===== config.mk =====
export PLATFORM = sky130hd
export DESIGN_NAME = mod_counter_cascade_flat
export DESIGN_NICKNAME = d
export VERILOG_FILES = /design/src/rtl/mod_counter_pkg.sv /design/src/rtl/mod_counter_cascade_if.sv /design/src/rtl/mod_digit.sv /design/src/rtl/mod_counter_cascade.sv /design/src/flat_wrapper.sv
export SDC_FILE = /design/constraint.sdc
export NUM_CORES = 1
export LEC_CHECK = 0
export CAP_MARGIN = 40
export CORE_ASPECT_RATIO = 1.2
export CORE_UTILIZATION = 35
export CTS_CLUSTER_DIAMETER = 50
export CTS_CLUSTER_SIZE = 16
export DETAILED_ROUTE_END_ITERATION = 16
export SYNTH_ARGS = -nofsm -noshare
export SYNTH_HDL_FRONTEND = slang
export SYNTH_SLANG_ARGS = --single-unit

===== constraint.sdc =====
create_clock -name Clock -period 5.1 [get_ports Clock]
set_clock_uncertainty 0.2 [all_clocks]
set_input_delay 0.765 -clock Clock [delete_from_list [all_inputs] [get_ports Clock]]
set_output_delay 0.765 -clock Clock [all_outputs]
set_load 0.005 [all_outputs]

===== src/rtl/mod_counter_pkg.sv =====
// Shared definitions for the cascaded modulo counter.
// Contents:
//   DIR_UP / DIR_DOWN : encodings of the Up input
//   clamp_digit       : limits a loaded digit value to the legal range 0..k-1
package mod_counter_pkg;

  localparam logic DIR_UP   = 1'b1;
  localparam logic DIR_DOWN = 1'b0;

  // A loaded value outside the digit's modulus would put the digit in a state
  // it can never reach by counting, so it is pinned to the largest legal value.
  function automatic int unsigned clamp_digit(input int unsigned value,
                                              input int unsigned k);
    return (value >= k) ? (k - 1) : value;
  endfunction

endpackage


===== src/rtl/mod_counter_cascade_if.sv =====
// Control and status bundle of mod_counter_cascade.
// Signals:
//   En, Up, Clear, Load : count enable, direction, synchronous clear, parallel load
//   LoadVal             : DIGITS*N packed load value, digit i at [i*N +: N]
//   Q                   : DIGITS*N packed count value, same packing
//   digit_tc            : per-digit wrap flag, one cycle, registered
//   rollover            : whole-counter wrap flag, one cycle, registered
// Modports: master drives the controls, slave is the counter itself.
interface mod_counter_cascade_if #(
  parameter int N      = 4,
  parameter int DIGITS = 2
);

  logic                  En;
  logic                  Up;
  logic                  Clear;
  logic                  Load;
  logic [DIGITS*N-1:0]   LoadVal;
  logic [DIGITS*N-1:0]   Q;
  logic [DIGITS-1:0]     digit_tc;
  logic                  rollover;

  modport master (
    output En, Up, Clear, Load, LoadVal,
    input  Q, digit_tc, rollover
  );

  modport slave (
    input  En, Up, Clear, Load, LoadVal,
    output Q, digit_tc, rollover
  );

endinterface


===== src/rtl/mod_digit.sv =====
// One mod-K digit of the cascade, counting in an N-bit field.
// Ports:
//   Clock, Reset_n : rising-edge clock, asynchronous active-low reset
//   en             : count enable for this digit (already gated by lower digits)
//   Up             : direction, DIR_UP counts up
//   Clear, Load    : synchronous clear / parallel load, Clear has priority
//   load_val       : value for Load, clamped to K-1
//   q              : current digit value
//   at_term        : combinational, digit sits at its terminal value for Up
//   wrap           : registered, digit wrapped on the previous edge
module mod_digit
  import mod_counter_pkg::*;
#(
  parameter int N = 4,
  parameter int K = 10
) (
  input  logic         Clock,
  input  logic         Reset_n,
  input  logic         en,
  input  logic         Up,
  input  logic         Clear,
  input  logic         Load,
  input  logic [N-1:0] load_val,
  output logic [N-1:0] q,
  output logic         at_term,
  output logic         wrap
);

  // K-1 held at N+1 bits so K = 2**N compares without overflow.
  localparam logic [N:0] K_MAX = (N+1)'(K - 1);

  logic [N-1:0] q_d, q_q;
  logic         wrap_d, wrap_q;

  always_comb begin
    if (Up == DIR_UP) at_term = ({1'b0, q_q} == K_MAX);
    else              at_term = (q_q == '0);
  end

  always_comb begin
    q_d    = q_q;
    wrap_d = 1'b0;
    if (Clear) begin
      q_d = '0;
    end else if (Load) begin
      q_d = N'(clamp_digit(32'(load_val), K));
    end else if (en) begin
      if (at_term) begin
        // Wrapping flips to the opposite end of the range.
        wrap_d = 1'b1;
        q_d    = (Up == DIR_UP) ? '0 : K_MAX[N-1:0];
      end else begin
        q_d = (Up == DIR_UP) ? (q_q + N'(1)) : (q_q - N'(1));
      end
    end
  end

  always_ff @(posedge Clock or negedge Reset_n) begin
    if (!Reset_n) begin
      q_q    <= '0;
      wrap_q <= 1'b0;
    end else begin
      q_q    <= q_d;
      wrap_q <= wrap_d;
    end
  end

  assign q    = q_q;
  assign wrap = wrap_q;

endmodule


===== src/rtl/mod_counter_cascade.sv =====
// Multi-digit modulo counter: DIGITS cascaded mod-K digits of N bits each.
// Ports:
//   Clock   : rising-edge clock
//   Reset_n : asynchronous active-low reset
//   bus     : slave side of mod_counter_cascade_if (controls in, count/flags out)
// A carry ripples through every digit within one edge; digit_tc and rollover
// are the registered wrap flags of the digits and of the top digit.
module mod_counter_cascade
  import mod_counter_pkg::*;
#(
  parameter int N      = 4,
  parameter int K      = 10,
  parameter int DIGITS = 2
) (
  input  logic                   Clock,
  input  logic                   Reset_n,
  mod_counter_cascade_if.slave   bus
);

  if (K < 2 || K > (1 << N) || DIGITS < 1) begin : g_bad_params
    $error("mod_counter_cascade: illegal parameters N=%0d K=%0d DIGITS=%0d",
           N, K, DIGITS);
  end

  logic [DIGITS-1:0]   en_chain;
  logic [DIGITS-1:0]   at_term;
  logic [DIGITS-1:0]   wrap;
  logic [DIGITS*N-1:0] q_pack;

  // A digit advances only when every lower digit is at its terminal value,
  // judged on the pre-edge count and the current direction.
  always_comb begin
    en_chain[0] = bus.En;
    for (int i = 1; i < DIGITS; i++) begin
      en_chain[i] = en_chain[i-1] & at_term[i-1];
    end
  end

  for (genvar g = 0; g < DIGITS; g++) begin : g_digit
    mod_digit #(
      .N(N),
      .K(K)
    ) u_digit (
      .Clock    (Clock),
      .Reset_n  (Reset_n),
      .en       (en_chain[g]),
      .Up       (bus.Up),
      .Clear    (bus.Clear),
      .Load     (bus.Load),
      .load_val (bus.LoadVal[g*N +: N]),
      .q        (q_pack[g*N +: N]),
      .at_term  (at_term[g]),
      .wrap     (wrap[g])
    );
  end

  assign bus.Q        = q_pack;
  assign bus.digit_tc = wrap;
  assign bus.rollover = wrap[DIGITS-1];

endmodule


===== src/flat_wrapper.sv =====
// flat-port wrapper written by rule: the top's interface ports become plain ports
module mod_counter_cascade_flat import mod_counter_pkg::*;
#(
  parameter int N      = 4,
  parameter int K      = 10,
  parameter int DIGITS = 2
)
  (Clock, Reset_n, bus_En, bus_Up, bus_Clear, bus_Load, bus_LoadVal, bus_Q, bus_digit_tc, bus_rollover);
  mod_counter_cascade_if #(.N(N), .DIGITS(DIGITS)) bus_i ();
  input  logic Clock;
  input  logic Reset_n;
  input wire logic [$bits(bus_i.En)-1:0] bus_En;
  input wire logic [$bits(bus_i.Up)-1:0] bus_Up;
  input wire logic [$bits(bus_i.Clear)-1:0] bus_Clear;
  input wire logic [$bits(bus_i.Load)-1:0] bus_Load;
  input wire logic [$bits(bus_i.LoadVal)-1:0] bus_LoadVal;
  output wire logic [$bits(bus_i.Q)-1:0] bus_Q;
  output wire logic [$bits(bus_i.digit_tc)-1:0] bus_digit_tc;
  output wire logic [$bits(bus_i.rollover)-1:0] bus_rollover;
  assign bus_i.En = bus_En;
  assign bus_i.Up = bus_Up;
  assign bus_i.Clear = bus_Clear;
  assign bus_i.Load = bus_Load;
  assign bus_i.LoadVal = bus_LoadVal;
  assign bus_Q = bus_i.Q;
  assign bus_digit_tc = bus_i.digit_tc;
  assign bus_rollover = bus_i.rollover;
  mod_counter_cascade #(.N(N), .K(K), .DIGITS(DIGITS)) u_core (.Clock(Clock), .Reset_n(Reset_n), .bus(bus_i));
endmodule

### Word level (Yosys, flattened, before mapping)

Index checks and enable logic that the tools add are counted.

* bits in registers: 10
* latch bits: 0
* bits in writable memories: 0
* bits in read-only memories: 0
* input port bits: 14
* output and inout bits: 11
* logic and storage cells: 40
* memories: 0

* $add $sub $neg: 4
* multipliers: 0
* div/mod/pow operators: 0
* magnitude comparators: 2
* equality and inequality tests: 2
* shift operators: 0
* muxes and demuxes: 23
* bitwise gates (word level): 1
* reductions and logical operators: 4

Operators by type and width (count)
* two-way mux 4 bit: 13
* two-way mux 1 bit: 10
* adder 4 x 1 -> 4 bit, second input constant: 2
* equality test 4 bit, second input constant: 2
* greater-or-equal comparator 4 bit, second input constant: 2
* logical NOT 4 bit: 2
* subtractor 4 x 1 -> 4 bit, second input constant: 2
* nonzero test 3 bit: 2
* AND 1 bit: 1

### Depth between registers and ports, before layout

Gate-level depths: netlist of run 1.

* word-level depth: 6
* depth in mapped cells: 8
* mapped depth without buffers: 7

### Cells and area by module

From an unflattened synthesis of run 1, not the netlist that was laid out.

* cell total of the unflattened synthesis: 104
* area total of the unflattened synthesis: 874.6 um2

By module, submodules not included
* mod_digit at u_core.g_digit[0].u_digit: instances 1, cells an instance 54, area an instance 444.2 um2, sequential area each 125.1 um2
* mod_digit at u_core.g_digit[1].u_digit: instances 1, cells an instance 48, area an instance 416.6 um2, sequential area each 125.1 um2
* mod_counter_cascade: instances 1, cells an instance 2, area an instance 13.8 um2, sequential area each 0.0 um2

### Worst setup path after synthesis of run 1

Ideal clock, no wire load.

* path type: input to register
* start: input port bus_Up
* end: register u_core.g_digit[1].u_digit.q_q[3]
* library setup time: 94 ps
* data arrival time: 2405 ps
* required time: 4806 ps
* setup slack: 2401 ps
* cell stages on the path: 8
* buffers on the path: 1
* cells stage by stage: buf_2 inv_1 ha_1 a21o_1 a21oi_1 a21oi_1 or4_1 a221oi_2

* cells in the longest elaborated chain, start to end: 5
* elaborated cells on any way between the ends: 10
* classes of those cells: mux: 8; bitwise: 1; reduce/logical: 1

Ends and longest elaborated chain
* from (decl): line flat_wrapper.sv:13 `input wire logic [$bits(bus_i.Up)-1:0] bus_Up;`
* two-way mux 4 bit, or another cell as far along: line mod_digit.sv:53 `q_d = (Up == DIR_UP) ? (q_q + N'(1)) : (q_q - N'(1));`
* two-way mux 4 bit: line mod_digit.sv:48 `if (at_term) begin`
* two-way mux 4 bit: line mod_digit.sv:47 `end else if (en) begin`
* two-way mux 4 bit: line mod_digit.sv:45 `end else if (Load) begin`
* two-way mux 4 bit: line mod_digit.sv:43 `if (Clear) begin`
* to (signal assigned): line mod_digit.sv:63 `q_q <= q_d;`
* to (decl): line mod_digit.sv:32 `logic [N-1:0] q_d, q_q;`

Parallel ways exist; a longest one is shown, timed or not. The select of a mux whose other input is x is not followed.
A chain may end at the register's enable or synchronous reset.

### Worst setup path in the final report of run 1

Ends and elaborated chain as after synthesis.

==> summary.txt, run 1 <==
Setup path
  • Worst path bufs/invs: 2
  • CP Launch Type: input port
  • Most common cell on crit path: a21oi_1
  • CP peak stage delay: 0.84 ns
  • CP Capture Type: register
  • Worst EP required: 5.07 ns
  • WS Path Type: in2reg
  • Worst path top cell family by delay: buffers and inverters
  • CP cell instances: clkdlybuf4s50_1 > inv_1 > ha_1 > a21o_1 > a21oi_1 > a21oi_1 > or4_1 > a221oi_2
  • CP Max Fanout: 17
  • Reg2reg path depth: 6
  • CP max-delay cell: clkdlybuf4s50_1
  • Critical Path AT: 3.39 ns
  • CP Depth: 8

STA
  • Setup_tns: 0 ns
  • Final Setup Violations: 0
  • Final Max Slew Viols: 0
  • Min cycle time layout: 3.421 ns
  • Slew @ Worst Pin: 0.6213 ns
  • Fin. Hold Viols: 0
  • RSZ-0062 raised after global routing: no
  • Final worst-path cycle share: 67.08%
  • Slew HR: 58.45%
  • Peak Freq: 292.3 MHz

Floorplanning
  • Core area: 2330 um2
  • Starting density of the core: 37.97%
  • Row Count: 19
  • Die area: 2733 um2
  • Die H: 57.07 um
  • Top Ports: 25
  • Die W: 47.90 um

Pwr
  • P per Cell Area: 208.6 nW/um2
  • Register share of total power: 39.3%
  • Clock power frac: 28.8%
  • Psw: 0.07141 mW
  • Post-layout power: 0.2396 mW
  • Leakage: 0.4610 nW
  • Sw frac: 29.80%
  • Max VDD drop: 185.8 uV
  • Int Power: 0.1682 mW
  • Comb power frac: 31.9%

Outcome
  • Status: finished, final reports clean

Logic synthesis
  • Async SR Flop Fraction: 100.0%
  • Synth cell types: 39
  • Number of synthesized flops with an enable pin: 0
  • Synth Net Count: 123
  • Synthesis-stage register bit count: 10
  • Synth Area in Adders: 10.18%
  • Main flop type after synthesis: dfrtp_1
  • Post-Syn Area: 884.6 um2
  • Warnings, synthesis: 0
  • List of most frequent post-synthesis cells: 10 x dfrtp_1, 7 x inv_1, 7 x nand2_1
  • Synth area leaders: dfrtp_1 28%, ha_1 5.7%, fa_1 4.5%, a21oi_1 3.4%, a211oi_1 3.4%
  • Xor-xnor portion of the synthesized cell area: 3.960%
  • Most common cell in the netlist: dfrtp_1
  • Main combinational cell family by area after synthesis: simple AND/OR/NAND/NOR gates
  • Leading area contributor after synthesis: dfrtp_1
  • Syn Inst Count: 103
  • Synth Area in Compound Gates: 22.49%
  • Fraction of the mapped netlist area in simple logic gates: 26.31%
  • Syn_area_per_cell: 8.588 um2
  • Share of the synthesized area in the top cell type: 28.29%
  • Post-synthesis mux area share: 0%
  • Sequential area share after synthesis: 28.29%

GRT
  • Gr ovfl total: 0
  • Vias in the first global route: 779
  • Largest net degree at the start of global routing: 19
  • Total GRT Usage: 15.77%
  • First-pass GRT wire length: 3.167 mm
  • Initial antenna violation count: 0

Routing
  • Wire length per cell: 12.42 um
  • Vias per std cell: 5.307
  • Post-route ant nets: 0
  • Final Routed Wirelength: 1.901 mm
  • Drt drc: 0
  • Via Count: 812
  • DRT iter0 DRCs: 9
  • Drt first pass iters: 4

Clock tree
  • Clk_lat worst skew: 0.25 ns
  • CTS Hold Buffers Added: 0
  • H-tree depth: 1
  • Clock slew at reported path FFs: 0.07 ns
  • CTS tree: yes
  • Post_cts resized: 0
  • Clock tree buffer depth: 2
  • Sink Count: 10
  • Total CTS buffers: 3
  • Setup bufs post-CTS: 0
  • Root buffer cell: clkbuf_4

Run
  • Max-Cap Viols: 0

Placed design
  • Dpl hpwl: 1.524 mm
  • Routability Congestion: 0.8076
  • Dpl cells: 149
  • IO Port Bufs: 24

Min path
  • Min-delay worst type: reg2reg
  • Hold depth: 3

Finish
  • Syn-to-layout area delta: 29.84%
  • Layout Nets: 143
  • Share of cells above drive strength 1: 8.197%
  • Non-filler instance count after layout: 153
  • Antenna diode count: 0
layout make-up:
class                   count  area, um2
clock buffers               4      36.28
multi-input cells          77      556.8
fillers                   249       1181
repair buffers             24      240.2
flip-flops and latches     10      250.2
inverters                   7      26.28
well taps                  31      38.79
sequential cells by signal, summed over array words and instances (netlist names):
register	cells
u_core.g_digit.u_digit.wrap	2
u_core.g_digit.u_digit.q	8
cell usage in the layout (no fill, tap or decap), types with 3 or more instances in the layout:
cell,count
o21ai_0,5
ha_1,4
nand3b_1,4
a21o_1,3
clkdlybuf4s50_1,24
a21oi_1,6
nand2_1,7
a211oi_1,4
dfrtp_1,10
nand3_1,4
nor3_1,3
inv_1,7
nor2_1,6
clkbuf_4,3
nand2b_1,4
power groups by stage:
stage	Sequential (mW)	Clock, mW	Combinational [mW]
final	0.0942	0.0689	0.0765
after global routing	0.0956	0.0741	0.0852
after CTS	0.0943	0.0707	0.0772
after detailed placement	0.0958	0	0.0769
after global placement	0.0960	0	0.0757
after floorplan	0.0923	0	0.0493
stage by stage:
stage | area (um2) | hold WS (ns) | utilization, % | worst slack (ns)
after floorplan | 884.6 | 0.2694 | - | 2.401
after global placement | 1112 | 0.5437 | 47.74 | 1.587
after detailed placement | 1112 | 0.5254 | 47.74 | 1.410
after CTS | 1149 | 0.5482 | 49.30 | 1.688
after global routing | 1149 | 0.5974 | 49.30 | 1.560
final | 1149 | 0.5381 | 49.30 | 1.679
worst min-delay path, cell delays in order (launching register included):
cell and delay [ns]:
dfrtp_1 0.47, xor2_1 0.10, nor2_1 0.08, a311oi_1 0.05
cells by family after synthesis:
kind of cell,Yosys count
simple gates,40
compound gates,27
buf+inv,16
flops,10
fa+ha+maj,6
xor+xnor,4
path summary, 6_finish.rpt:
check | start | endpoint | slack, ns
max | bus_Up | u_core.g_digit[1].u_digit.q[3]$_DFFE_PN0P_ | 1.68
min | u_core.g_digit[0].u_digit.q[0]$_DFFE_PN0P_ | u_core.g_digit[0].u_digit.q[0]$_DFFE_PN0P_ | 0.54
max reg2reg | u_core.g_digit[1].u_digit.q[1]$_DFFE_PN0P_ | u_core.g_digit[1].u_digit.q[3]$_DFFE_PN0P_ | 2.82
min reg2reg | u_core.g_digit[0].u_digit.q[0]$_DFFE_PN0P_ | u_core.g_digit[0].u_digit.q[0]$_DFFE_PN0P_ | 0.54
max in group asynchronous | Reset_n | u_core.g_digit[0].u_digit.q[0]$_DFFE_PN0P_ | 3.79
min in group asynchronous | Reset_n | u_core.g_digit[1].u_digit.q[1]$_DFFE_PN0P_ | 0.62
routing by layer:
layer	share of wire, %	vias up	track usage (%)
li1	-	402	-
met1	46	384	21.54
met2	48	22	25.48
met3	4.1	4	2.848
met4	1.2	0	3.571
met5	0	-	0
No activity file was read; power rests on OpenSTA's default activity.
==> inputs of run 2 (changes only) <==
==> constraint.sdc (replaced) <==
create_clock -name Clock -period 3.4 [get_ports Clock]
set_clock_uncertainty 0.2 [all_clocks]
set_input_delay 0.51 -clock Clock [delete_from_list [all_inputs] [get_ports Clock]]
set_output_delay 0.51 -clock Clock [all_outputs]
set_load 0.005 [all_outputs]
==> run 2 against run 1 <==
Compared with the run above:
- wire length is 1.3% higher
- first-iteration DRC count rose by 89%
- die area is the same
- design area rose by 0.65%
- combinational power up 50%
- sequential power grew 51%
- sequential cell count unchanged
- clock power rose by 54%
- power grew 52%
- count of clock-buffer cells in the layout did not move
- via count increased by 5.5%
- global-route usage grew 1.2 points
- critical endpoint unchanged
==> summary.txt, run 2 (synthesized netlist as in run 1, its figures left out) <==
Setup path
  • CP Capture Type: register
  • CP peak stage delay: 0.53 ns
  • CP Max Fanout: 5
  • Critical Path End: u_core.g_digit[1].u_digit.q[3]$_DFFE_PN0P_
  • Worst path top cell family by delay: compound AO/OA/AOI/OAI gates
  • CP cell instances: clkdlybuf4s50_1 > inv_1 > ha_1 > a21o_1 > a21oi_1 > a21oi_1 > or4_1 > a221oi_2
  • Reg2reg path depth: 6
  • CP Launch Type: input port
  • Reg-to-reg slack, setup: 1.16 ns
  • WS Path Type: in2reg
  • Most common cell on crit path: a21oi_1
  • Worst path bufs/invs: 2
  • CP max-delay cell: or4_1
  • CP Depth: 8
  • FF-to-FF End: u_core.g_digit[1].u_digit.q[3]$_DFFE_PN0P_
  • Worst R2R Start: u_core.g_digit[1].u_digit.q[1]$_DFFE_PN0P_
  • Worst EP required: 3.38 ns
  • Setup crit start: bus_Up
  • Critical Path AT: 2.55 ns

Floorplanning
  • Core area: 2330 um2
  • Die W: 47.90 um
  • Top Ports: 25
  • Row Count: 19
  • Starting density of the core: 37.97%
  • Die area: 2733 um2
  • Die H: 57.07 um

GRT
  • GR peak layer: met2
  • Grt met1 use: 21.10%
  • GR Util met2: 27.41%
  • First-pass GRT wire length: 3.291 mm
  • Vias in the first global route: 774
  • Total GRT Usage: 16.93%
  • Initial antenna violation count: 0
  • Gr ovfl total: 0
  • Largest net degree at the start of global routing: 19
  • Met3 usage in global routing: 5.380%

Finish
  • Layout Nets: 144
  • Antenna diode count: 0
  • Commonest non-fill, non-tap cell in the layout: clkdlybuf4s50_1
  • Syn-to-layout area delta: 30.69%
  • Commonest cells after routing, fill and taps aside: 24 x clkdlybuf4s50_1, 10 x dfrtp_1, 7 x inv_1, 7 x nand2_1
  • Share of cells above drive strength 1: 8.943%
  • Largest register FFs: 8

Pwr
  • Leakage: 0.4658 nW
  • P per Cell Area: 314.3 nW/um2
  • Max VDD drop: 290.5 uV

STA
  • RSZ-0062 raised after global routing: no
  • Final Max Slew Viols: 0
  • Final worst-path cycle share: 75.62%
  • Hold WS: 0.3440 ns
  • Slew @ Worst Pin: 0.6241 ns
  • Peak Freq: 389.0 MHz
  • Setup_tns: 0 ns
  • Fin. Hold Viols: 0
  • Slew HR: 58.26%
  • Final Setup Violations: 0
  • Min cycle time layout: 2.571 ns

Placed design
  • IO Port Bufs: 24
  • Routability Congestion: 0.7659
  • Dpl hpwl: 1.475 mm

Clock tree
  • Root buffer cell: clkbuf_4
  • H-tree depth: 1
  • Clock slew at reported path FFs: 0.07 ns
  • Post_cts resized: 0
  • Total CTS buffers: 3
  • Sink Count: 10
  • Setup bufs post-CTS: 0
  • Clock tree buffer depth: 2
  • CTS tree: yes
  • Clk_lat worst skew: 0.26 ns
  • CTS Hold Buffers Added: 0

Run
  • Max-Cap Viols: 0

Routing
  • Post-route ant nets: 0
  • Drt first pass iters: 4
  • Drt drc: 0
  • Final Routed Wirelength: 1.926 mm
  • Vias per std cell: 5.565
  • DRT iter0 DRCs: 17
  • Wire length per cell: 12.51 um
  • Via Count: 857

Outcome
  • Status: finished, final reports clean

Min path
  • Min-delay worst type: in2async
## run 2: cell count changes in the layout (fill, tap and decap cells not counted), sizes merged
cell	delta
buf	+1
## run 2: per-layer routing
layer,part of all wire (%),up-vias
met5,0,-
met4,1.5,0
met1,39,414
met2,52,32
li1,-,407
met3,7.2,4
## run 2: report_power, final
group / total (mW) / switching [mW] / leakage (nW) / internal (mW)
clock network: 0.106 / 0.0415 / 0.0210 / 0.0650
registers: 0.142 / 0.0156 / 0.133 / 0.126
logic: 0.115 / 0.0530 / 0.312 / 0.0617
total: 0.363 / 0.110 / 0.466 / 0.253
## run 2: area by class of cell
| class | instances | area, um2 |
|---|---|---|
| clock buffer | 4 | 36.28 |
| sequential | 10 | 250.2 |
| tap | 31 | 38.79 |
| multi-input combinational | 77 | 556.8 |
| fill | 240 | 1174 |
| timing repair buffer | 25 | 247.7 |
| inverter | 7 | 26.28 |
## run 2: through the flow
stage	instances	power, mW	util [%]	setup WS (ns)	cell area [um2]
floorplan	103	0.2124	-	0.9563	884.6
global placement	150	0.2581	48.07	0.6011	1120
detailed placement	150	0.2599	48.07	0.5221	1120
CTS	154	0.3676	49.62	0.8088	1156
global route	154	0.3888	49.62	0.7247	1156
finish	154	0.3634	49.62	0.8291	1156
## run 2: how the worst min path moves through the flow
| stage | to | cells past startpoint |
|---|---|---|
| after floorplan | u_core.g_digit[0].u_digit.q[0]$_DFFE_PN0P_ | 0 |
| after global placement | u_core.g_digit[0].u_digit.q[2]$_DFFE_PN0P_ | 3 |
| after detailed placement | u_core.g_digit[1].u_digit.q[2]$_DFFE_PN0P_ | 2 |
| after CTS | u_core.g_digit[1].u_digit.q[2]$_DFFE_PN0P_ | 1 |
| final | u_core.g_digit[1].u_digit.q[0]$_DFFE_PN0P_ | 1 |
| after global routing | u_core.g_digit[1].u_digit.q[0]$_DFFE_PN0P_ | 1 |
